File: src/rtl/vector_draw_engine_pkg.sv
// Shared definitions for the vector draw engine: DAC channel codes, FSM states, point-record sizing.
package vector_draw_engine_pkg;

    localparam logic [1:0] CH_X = 2'd0;
    localparam logic [1:0] CH_Y = 2'd1;
    localparam logic [1:0] CH_Z = 2'd2;

    typedef enum logic [2:0] {
        ST_IDLE,
        ST_LOAD,
        ST_EMIT_X,
        ST_EMIT_Y,
        ST_EMIT_Z,
        ST_DWELL
    } state_t;

    // A queued point is packed as {blank, z, y, x}.
    function automatic int point_width(input int w, input int zw);
        return 1 + zw + 2 * w;
    endfunction

endpackage

File: src/rtl/vector_draw_engine_line_stepper.sv
// Bresenham core: load applies the first step of a new line at once, step advances one position.
module vector_draw_engine_line_stepper #(
    parameter int W = 12
) (
    input  logic         clk,
    input  logic         reset,
    input  logic         load,
    input  logic         step,
    input  logic         blank,
    input  logic [W-1:0] end_x,
    input  logic [W-1:0] end_y,
    output logic [W-1:0] nxt_x,
    output logic [W-1:0] cur_y,
    output logic         last
);
    localparam int EW = W + 2;

    logic [W-1:0] cur_x_reg, cur_y_reg, tgt_x_reg, tgt_y_reg, dx_reg, dy_reg;
    logic         sx_neg_reg, sy_neg_reg;
    logic signed [EW-1:0] err_reg;

    logic [W-1:0] cur_x_next, cur_y_next, ld_dx, ld_dy, s_dx, s_dy, st_x, st_y;
    logic         ld_sx_neg, ld_sy_neg, s_sx_neg, s_sy_neg;
    logic signed [EW-1:0] err_next, ld_err, s_err, st_err, s_dx_s, s_dy_s, e2;

    always_comb begin
        ld_sx_neg = end_x < cur_x_reg;
        ld_sy_neg = end_y < cur_y_reg;
        ld_dx     = ld_sx_neg ? cur_x_reg - end_x : end_x - cur_x_reg;
        ld_dy     = ld_sy_neg ? cur_y_reg - end_y : end_y - cur_y_reg;
        ld_err    = $signed({2'b00, ld_dx}) - $signed({2'b00, ld_dy});

        // On load the freshly computed slope feeds the step logic directly.
        s_dx     = load ? ld_dx : dx_reg;
        s_dy     = load ? ld_dy : dy_reg;
        s_sx_neg = load ? ld_sx_neg : sx_neg_reg;
        s_sy_neg = load ? ld_sy_neg : sy_neg_reg;
        s_err    = load ? ld_err : err_reg;
        s_dx_s   = $signed({2'b00, s_dx});
        s_dy_s   = $signed({2'b00, s_dy});
        e2       = s_err <<< 1;

        st_x   = cur_x_reg;
        st_y   = cur_y_reg;
        st_err = s_err;
        if (e2 > -s_dy_s) begin
            st_err = st_err - s_dy_s;
            st_x   = s_sx_neg ? cur_x_reg - W'(1) : cur_x_reg + W'(1);
        end
        if (e2 < s_dx_s) begin
            st_err = st_err + s_dx_s;
            st_y   = s_sy_neg ? cur_y_reg - W'(1) : cur_y_reg + W'(1);
        end

        cur_x_next = cur_x_reg;
        cur_y_next = cur_y_reg;
        err_next   = err_reg;
        if (load) begin
            err_next = ld_err;
            if (blank) begin
                cur_x_next = end_x;
                cur_y_next = end_y;
            end else if (ld_dx != '0 || ld_dy != '0) begin
                cur_x_next = st_x;
                cur_y_next = st_y;
                err_next   = st_err;
            end
        end else if (step) begin
            cur_x_next = st_x;
            cur_y_next = st_y;
            err_next   = st_err;
        end
    end

    always_ff @(posedge clk or negedge reset) begin
        if (!reset) begin
            cur_x_reg  <= '0;
            cur_y_reg  <= '0;
            tgt_x_reg  <= '0;
            tgt_y_reg  <= '0;
            dx_reg     <= '0;
            dy_reg     <= '0;
            sx_neg_reg <= 1'b0;
            sy_neg_reg <= 1'b0;
            err_reg    <= '0;
        end else begin
            cur_x_reg <= cur_x_next;
            cur_y_reg <= cur_y_next;
            err_reg   <= err_next;
            if (load) begin
                tgt_x_reg  <= end_x;
                tgt_y_reg  <= end_y;
                dx_reg     <= ld_dx;
                dy_reg     <= ld_dy;
                sx_neg_reg <= ld_sx_neg;
                sy_neg_reg <= ld_sy_neg;
            end
        end
    end

    assign nxt_x = cur_x_next;
    assign cur_y = cur_y_reg;
    assign last  = (cur_x_reg == tgt_x_reg) && (cur_y_reg == tgt_y_reg);

endmodule

File: src/rtl/vector_draw_engine.sv
// Point FIFO, sequencing FSM, X/Y/Z DAC word mux and dwell counter around the Bresenham stepper.
module vector_draw_engine
    import vector_draw_engine_pkg::*;
#(
    parameter int W     = 12,
    parameter int ZW    = 8,
    parameter int DEPTH = 8,
    parameter int DWELL = 0
) (
    input  logic                       clk,
    input  logic                       reset,
    input  logic                       pt_valid,
    output logic                       pt_ready,
    input  logic [W-1:0]               pt_x,
    input  logic [W-1:0]               pt_y,
    input  logic [ZW-1:0]              pt_z,
    input  logic                       pt_blank,
    output logic                       dac_valid,
    input  logic                       dac_ready,
    output logic [1:0]                 dac_chan,
    output logic [W-1:0]               dac_value,
    output logic                       busy,
    output logic [$clog2(DEPTH+1)-1:0] fifo_level
);
    localparam int LW  = $clog2(DEPTH + 1);
    localparam int PW  = $clog2(DEPTH);
    localparam int PTW = point_width(W, ZW);
    localparam int DCW = (DWELL > 0) ? $clog2(DWELL + 1) : 1;

    logic [PTW-1:0] fifo_mem [DEPTH];
    logic [PTW-1:0] rd_data_reg;
    logic [PW-1:0]  wr_ptr_reg, rd_ptr_reg;
    logic [LW-1:0]  level_reg;
    logic           ready_en_reg;

    state_t         state_reg;
    logic           dac_valid_reg;
    logic [1:0]     dac_chan_reg;
    logic [W-1:0]   dac_value_reg;
    logic [DCW-1:0] dwell_cnt_reg;
    logic [ZW-1:0]  cmd_z_reg;
    logic           cmd_blank_reg;

    logic           push, pop, pos_done, advance, last;
    logic [W-1:0]   nxt_x, cur_y, z_word;

    assign push = pt_valid && pt_ready;
    assign pop  = (state_reg == ST_LOAD);

    // Head entry is read every cycle so it is ready by the time LOAD consumes it.
    always_ff @(posedge clk) begin
        if (push)
            fifo_mem[wr_ptr_reg] <= {pt_blank, pt_z, pt_y, pt_x};
        rd_data_reg <= fifo_mem[rd_ptr_reg];
    end

    always_ff @(posedge clk or negedge reset) begin
        if (!reset) begin
            wr_ptr_reg <= '0;
            rd_ptr_reg <= '0;
            level_reg  <= '0;
        end else begin
            if (push)
                wr_ptr_reg <= wr_ptr_reg + PW'(1);
            if (pop)
                rd_ptr_reg <= rd_ptr_reg + PW'(1);
            if (push && !pop)
                level_reg <= level_reg + LW'(1);
            else if (pop && !push)
                level_reg <= level_reg - LW'(1);
        end
    end

    vector_draw_engine_line_stepper #(.W(W)) u_stepper (
        .clk   (clk),
        .reset (reset),
        .load  (pop),
        .step  (advance),
        .blank (rd_data_reg[PTW-1]),
        .end_x (rd_data_reg[W-1:0]),
        .end_y (rd_data_reg[2*W-1:W]),
        .nxt_x (nxt_x),
        .cur_y (cur_y),
        .last  (last)
    );

    always_comb begin
        z_word = '0;
        if (!cmd_blank_reg)
            z_word[W-1 -: ZW] = cmd_z_reg;
    end

    // A position is finished when its Z word leaves (no dwell) or the dwell count expires.
    assign pos_done = (state_reg == ST_EMIT_Z && dac_ready && DWELL == 0) ||
                      (state_reg == ST_DWELL && dwell_cnt_reg == '0);
    assign advance  = pos_done && !last;

    always_ff @(posedge clk or negedge reset) begin
        if (!reset) begin
            state_reg     <= ST_IDLE;
            dac_valid_reg <= 1'b0;
            dac_chan_reg  <= CH_X;
            dac_value_reg <= '0;
            dwell_cnt_reg <= '0;
            cmd_z_reg     <= '0;
            cmd_blank_reg <= 1'b0;
            ready_en_reg  <= 1'b0;
        end else begin
            ready_en_reg <= 1'b1;
            if (pos_done) begin
                if (!last) begin
                    state_reg     <= ST_EMIT_X;
                    dac_valid_reg <= 1'b1;
                    dac_chan_reg  <= CH_X;
                    dac_value_reg <= nxt_x;
                end else begin
                    dac_valid_reg <= 1'b0;
                    state_reg     <= (level_reg != '0) ? ST_LOAD : ST_IDLE;
                end
            end else begin
                case (state_reg)
                    ST_IDLE: begin
                        if (level_reg != '0)
                            state_reg <= ST_LOAD;
                    end
                    ST_LOAD: begin
                        cmd_z_reg     <= rd_data_reg[2*W+ZW-1:2*W];
                        cmd_blank_reg <= rd_data_reg[PTW-1];
                        state_reg     <= ST_EMIT_X;
                        dac_valid_reg <= 1'b1;
                        dac_chan_reg  <= CH_X;
                        dac_value_reg <= nxt_x;
                    end
                    ST_EMIT_X: begin
                        if (dac_ready) begin
                            state_reg     <= ST_EMIT_Y;
                            dac_chan_reg  <= CH_Y;
                            dac_value_reg <= cur_y;
                        end
                    end
                    ST_EMIT_Y: begin
                        if (dac_ready) begin
                            state_reg     <= ST_EMIT_Z;
                            dac_chan_reg  <= CH_Z;
                            dac_value_reg <= z_word;
                        end
                    end
                    ST_EMIT_Z: begin
                        if (dac_ready) begin
                            state_reg     <= ST_DWELL;
                            dac_valid_reg <= 1'b0;
                            dwell_cnt_reg <= DCW'(DWELL - 1);
                        end
                    end
                    ST_DWELL: dwell_cnt_reg <= dwell_cnt_reg - DCW'(1);
                    default:  state_reg <= ST_IDLE;
                endcase
            end
        end
    end

    assign pt_ready   = ready_en_reg && (level_reg != LW'(DEPTH));
    assign dac_valid  = dac_valid_reg;
    assign dac_chan   = dac_chan_reg;
    assign dac_value  = dac_value_reg;
    assign busy       = (state_reg != ST_IDLE) || (level_reg != '0);
    assign fifo_level = level_reg;

endmodule
File: config.mk
export PLATFORM = sky130hd
export DESIGN_NAME = vector_draw_engine
export DESIGN_NICKNAME = d
export VERILOG_FILES = /design/src/rtl/vector_draw_engine_pkg.sv /design/src/rtl/vector_draw_engine_line_stepper.sv /design/src/rtl/vector_draw_engine.sv
export SDC_FILE = /design/constraint.sdc
export NUM_CORES = 1
export LEC_CHECK = 0
export BUFFER_PORTS_ARGS = -buffer_cell sky130_fd_sc_hd__buf_2
export CAP_MARGIN = 20
export CORE_UTILIZATION = 40
export CTS_BUF_LIST = sky130_fd_sc_hd__clkbuf_4 sky130_fd_sc_hd__clkbuf_8
export DETAILED_ROUTE_END_ITERATION = 12
export GPL_TIMING_DRIVEN = 0
export PLACE_DENSITY = 0.63
export SLEW_MARGIN = 20
export SYNTH_ARGS = -nofsm -noshare
export SYNTH_HDL_FRONTEND = slang
export SYNTH_HIERARCHICAL = 1
export SYNTH_SLANG_ARGS = --single-unit
File: constraint.sdc
create_clock -name clk -period 8.9 [get_ports clk]
set_input_delay 1.78 -clock clk [delete_from_list [all_inputs] [get_ports clk]]
set_output_delay 1.78 -clock clk [all_outputs]
set_load 0.05 [all_outputs]
**After elaboration in Yosys (flattened, before gate mapping)**

Memory sizes are Yosys's and may differ from the RTL's. A register that Yosys moved wholly into a read port is not among the register bits.
Index checks and enable logic that the tools add are counted.
Widths: inputs -> output; s select.

- Bits in registers: 127
- RAM bits: 264
- Input bits: 37
- Output and inout port bits: 21
- Logic and storage cells: 144
- Memories: 1

Memory list:

| name | words | bits a word | read ports | clocked after Yosys merged registers in | wr ports | line | RTL |
|---|---|---|---|---|---|---|---|
| fifo_mem | 8 | 33 | 1 | 1 | 1 | vector_draw_engine.sv:30 | `logic [PTW-1:0] fifo_mem [DEPTH];` |

- Add/subtract/negate cells: 17
- $lt $le $gt $ge: 4
- Equality and inequality tests: 16
- Multiplexer cells: 54
- Bitwise logic cells: 2
- Reduce and logical (&&, ||, !) cells: 30

Operators with widths:

| kind | count |
|---|---|
| $mux 12 | 20 |
| $mux 14 | 7 |
| $sub 12x12->12 | 4 |
| $pmux 12 s3 | 1 |
| $add 12x1->12 const B | 2 |
| $eq 12x12->1 | 2 |
| $lt 12x12->1 | 2 |
| $reduce_bool 12->1 | 2 |
| $sub 12x1->12 const B | 2 |
| $pmux 3 s6 | 1 |
| $mux 3 | 5 |
| $add 14x13->14 | 1 |
| $gt 14x14->1 | 1 |
| $lt 14x13->1 | 1 |
| $neg 12->14 | 1 |
| $sub 14x13->14 | 1 |
| $sub 12x12->13 | 1 |
| $ne 3x3->1 const B | 4 |
| $mux 2 | 5 |
| $mux 1 | 9 |
| $logic_and 1x1->1 | 8 |
| $mux 4 | 2 |
| $mux 8 | 1 |
| $reduce_bool 4->1 | 2 |
| other kinds (22) | 38 |

**Depth between registers and ports, before layout**

- Depth after elaboration: 11
- Depth in mapped cells: 48
- Mapped depth without buffers: 45

**Hierarchy**

The synthesis kept the hierarchy.

Modules (own cells, without submodules):

| module | instances | cells each | area each (µm²) | seq. area each (µm²) |
|---|---|---|---|---|
| vector_draw_engine | 1 | 609 | 12647.1 | 9564.2 |
| vector_draw_engine_line_stepper | 1 | 1128 | 9663.0 | 2177.1 |

**Least setup slack after synthesis**

No wires, ideal clock.

- Path type: reg2reg
- Start point: register u_stepper.cur_x_reg[0]
- End point: register u_stepper.err_reg[12]
- Library setup time: 0.082 ns
- Arrival time: 8.840 ns
- Required time: 8.818 ns
- Slack: -0.022 ns
- Cell stages (with the launch flop): 47
- Buffers on the path: 2
- Clock period less this slack: 8.922 ns
- Path through: dfrtp_1 ha_1 inv_1 fa_1 a211oi_2 o211ai_2 a31oi_4 mux2i_1 o221ai_1 xor2_1 ha_1 a21o_1 a21o_1 a21oi_1 o21ai_0 a31o_2 a21o_1 a21oi_1 (+11 left out) buf_2 buf_6 mux2i_1 ha_1 inv_1 fa_1 nor2b_1 o21ai_0 a21boi_0 o21ai_0 a21boi_0 o21ai_0 a21o_1 a21oi_1 xnor2_1 nor2_1 or3_1 a31oi_1

- Cells in the longest elaborated chain, start to end: 11
- Elaborated cells on any way between the ends: 24
- Classes of those cells: 5 x add/sub; 3 x order compare; 1 x eq/ne; 9 x mux; 6 x reduce/logical

RTL lines:

| item | line | RTL |
|---|---|---|
| start: declaration | vector_draw_engine_line_stepper.sv:18 | `logic [W-1:0] cur_x_reg, cur_y_reg, tgt_x_reg, tgt_y_reg, dx_reg, dy_reg;` |
| start signal: assignment | vector_draw_engine_line_stepper.sv:87 | `cur_x_reg <= cur_x_next;` |
| $sub 12x12->12 / $lt 12x12->1 (equally long branches) | vector_draw_engine_line_stepper.sv:29, vector_draw_engine_line_stepper.sv:27 |  |
| $mux 12 | vector_draw_engine_line_stepper.sv:29 | `ld_dx = ld_sx_neg ? cur_x_reg - end_x : end_x - cur_x_reg;` |
| $sub 12x12->13 | vector_draw_engine_line_stepper.sv:31 | `ld_err = $signed({2'b00, ld_dx}) - $signed({2'b00, ld_dy});` |
| $mux 14 | vector_draw_engine_line_stepper.sv:38 | `s_err = load ? ld_err : err_reg;` |
| $sub 14x13->14 / $gt 14x14->1 (equally long branches) | vector_draw_engine_line_stepper.sv:47, vector_draw_engine_line_stepper.sv:46 |  |
| $mux 14 | vector_draw_engine_line_stepper.sv:46 | `if (e2 > -s_dy_s) begin` |
| $add 14x13->14 | vector_draw_engine_line_stepper.sv:51 | `st_err = st_err + s_dx_s;` |
| $mux 14 | vector_draw_engine_line_stepper.sv:50 | `if (e2 < s_dx_s) begin` |
| $mux 14 | vector_draw_engine_line_stepper.sv:63 | `end else if (ld_dx != '0 \|\| ld_dy != '0) begin` |
| $mux 14 | vector_draw_engine_line_stepper.sv:60 | `if (blank) begin` |
| $mux 14 | vector_draw_engine_line_stepper.sv:58 | `if (load) begin` |
| end signal: assignment | vector_draw_engine_line_stepper.sv:89 | `err_reg <= err_next;` |
| end: declaration | vector_draw_engine_line_stepper.sv:20 | `logic signed [EW-1:0] err_reg;` |

Parallel ways exist; a longest one is shown, timed or not. The select of a mux whose other input is x is not followed.
A chain may end at the register's enable or synchronous reset.

**Worst setup path after layout**

- Start point: register rd_data_reg[0] (read register of fifo_mem)
- End point: register u_stepper.err_reg[12]

- Cells in the longest elaborated chain, start to end: 11
- Elaborated cells on any way between the ends: 19
- Classes of those cells: 5 x add/sub; 3 x order compare; 9 x mux; 2 x reduce/logical

RTL lines:

| item | line | RTL |
|---|---|---|
| start: declaration | vector_draw_engine.sv:31 | `logic [PTW-1:0] rd_data_reg;` |
| $sub 12x12->12 / $lt 12x12->1 (equally long branches) | vector_draw_engine_line_stepper.sv:29, vector_draw_engine_line_stepper.sv:27 |  |
| $mux 12 (*) | vector_draw_engine_line_stepper.sv:29 |  |
| $sub 12x12->13 | vector_draw_engine_line_stepper.sv:31 |  |
| $mux 14 | vector_draw_engine_line_stepper.sv:38 |  |
| $sub 14x13->14 / $gt 14x14->1 (equally long branches) | vector_draw_engine_line_stepper.sv:47, vector_draw_engine_line_stepper.sv:46 |  |
| $mux 14 | vector_draw_engine_line_stepper.sv:46 |  |
| $add 14x13->14 | vector_draw_engine_line_stepper.sv:51 |  |
| $mux 14 | vector_draw_engine_line_stepper.sv:50 |  |
| $mux 14 | vector_draw_engine_line_stepper.sv:63 |  |
| $mux 14 | vector_draw_engine_line_stepper.sv:60 |  |
| $mux 14 (*) | vector_draw_engine_line_stepper.sv:58 |  |

Every way passes the cells marked *; elsewhere a longest branch is shown, timed or not. The select of a mux whose other input is x is not followed.

==> reports/metrics.cfg <==
[synthesis]
ys_types=90
synth_area_mm2=0.0223
ys_ff_latch=423
synth_edf_count=264
seq_area_frac_synth=0.526
ys_warn_count=6
synth_nets=1912
synth_flop_cell=edfxtp_1
syn_avg_cell_area_um2=12.8
synthArstFlopShare=0.298
synthCells=1737

[cells_and_area]
mostFrequentLayoutCell=edfxtp_1
layout-drive-gt1-share=0.293
fin_nets=2113
largest_reg_flops=264
fill_cells=4860
antenna_cells=0
syn_to_final_growth_pct=17.9
layout_common_cells=264 x edfxtp_1, 120 x inv_1, 118 x dfrtp_1

[floorplanning]
dieHeight_um=238
core-area_mm2=0.0551
die-area_mm2=0.0567
ios=58
rows=86
initial_core_util=0.405
dieWidth_um=238

[worst_hold_path]
worstHoldStart=rd_data_reg[31]
min_path_type=register to register

[global_route]
grt_pass1_wl_um=88100
overflow=0
grt_pass1_vias=15600
antenna_found_initial=3
grt_max_degree=91
gr-usage-all-layers=0.203

[clocking]
cts_inserted_buffers=71
cts-htree-levels=3
cts-hold-fix-buffers=0
clk_latency_ps=670
cts_root_buffer=clkbuf_8
cts.sink_count=423
clockBufferDepth=3
cts_tree=yes
clk_pin_slew_worst_paths_ps=60

[route]
ant_nets=0
vias=14900
wire_per_inst_um=20.7
drcViolationCount=0
via_per_inst=5.42
drtIter0Drc=1127
firstDrtPassIters=7
drt-total-wl_um=56800

[sta]
setup_viol=0
hold_violations=0
worst_slew_pin_slew_ps=1090
finalClockSkew_ps=62.0
rsz0062_at_grt=yes
drv_slew=0
slew_headroom=0.272
worst_hold_slack_ps=470
min_period_over_period=1.00
fmax_mhz=112
finalCriticalPeriod_ps=8900
setup_ws_ps=1.75

[setup_path]
r2r-start=rd_data_reg[0]
crit_start=rd_data_reg[0]
worstSetupPathType=register to register
endpoint_kind=register
slowest_delay_ps=440
arrival_ps=9480
required_ps=9480
start_kind=register
cp_max_fo=4
slowest_stage=or4_1

[job]
cap_violations=0

[placement]
gp_congestion=0.936
post-dp-hpwl_um=40700
post-place-ws_ps=-2450
port_buffers=57

[outcome]
status=finished, final reports clean

## per-layer routing
| layer | share of wire | wire length (um) | track usage | up-vias |
|---|---|---|---|---|
| li1 | - | - | - | 6913 |
| met3 | 0.049 | 2780 | 0.0418 | 143 |
| met1 | 0.41 | 23600 | 0.247 | 7378 |
| met5 | 0.00074 | 42 | 0 | - |
| met2 | 0.50 | 28100 | 0.348 | 430 |
| met4 | 0.040 | 2250 | 0.0890 | 6 |
## synth_stat cells, types with 46 or more instances
cell type	number	area, um^2
o21ai_0	78	390
mux4_2	66	1490
xor2_1	46	403
mux2_2	95	1070
dfrtp_1	126	3150
nand2_1	87	327
edfxtp_1	264	7930
a21oi_1	98	490
inv_1	125	469
nor2_1	71	267
xnor2_1	57	499
ha_1	129	1610
## area by class of cell
class | count | area, um^2 | share of cell area
plain buffers | 63 | 403 | 0.0153
repair buffers | 131 | 987 | 0.0375
clock buffers | 108 | 1300 | 0.0494
well taps | 748 | 936 | 0.0356
multi-input cells | 1121 | 10200 | 0.389
flip-flops and latches | 423 | 11800 | 0.447
inverters | 127 | 479 | 0.0182
clock inverters | 23 | 210 | 0.00799
## cells by family (layout without fill, tap and decap cells)
| logic type | count (synthesis) | in the layout | share of synthesized area |
|---|---|---|---|
| XOR/XNOR | 103 | 103 | 0.0404 |
| AO/OA/AOI/OAI | 364 | 364 | 0.109 |
| adder cells (fa/ha/maj) | 138 | 138 | 0.0804 |
| buffers and inverters | 193 | 452 | 0.0388 |
| multiplexers | 205 | 205 | 0.135 |
| AND/OR/NAND/NOR | 310 | 310 | 0.0703 |
| other | 1 | 1 | 0.000168 |
| flip-flops | 423 | 423 | 0.526 |
## worst paths after layout
| check | end | slack (ps) | cells past startpoint |
|---|---|---|---|
| worst max-delay path | u_stepper/err_reg[12] | 2 | 46 |
| worst min-delay path | cmd_z_reg[7] | 470 | 1 |
| worst max register to register | u_stepper/err_reg[12] | 2 | 46 |
| worst min register to register | cmd_z_reg[7] | 470 | 1 |
| max in group asynchronous | u_stepper/cur_y[3] | 7060 | 2 |
| min in group asynchronous | u_stepper/dy_reg[11] | 980 | 1 |
## worst max-delay path: cells and delay by family (launching register included)
family | cells | cell delay [ps]
AOI/OAI and AO/OA | 25 | 3990
adders and majority gates | 6 | 1570
muxes | 4 | 1100
and+or+nand+nor | 4 | 980
xor gates and xnor gates | 3 | 530
DFF | 1 | 360
buffers and inverters | 4 | 270
## metrics by stage
stage                     std cells  setup TNS, ps  utilization  instance area, um^2
final                          2744              0        0.477                26300
after CTS                      2731           -643        0.473                26100
after detailed placement       2558         -22820        0.433                23900
after floorplan                1737              0            -                22300
after global routing           2744           -542        0.477                26300
after global placement         2542         -23790        0.427                23500
## what timing repair did
item / CTS / global route
pin swaps: 53 / 58
buffers inserted: 43 / 16
endpoints found under the setup margin: 26 / 7
gates resized for setup: 82 / 44
hold endpoints to repair: 0 / 0
Power is not shown: default switching activity piles up to over one toggle a cycle in this logic, so the estimate is an artifact.
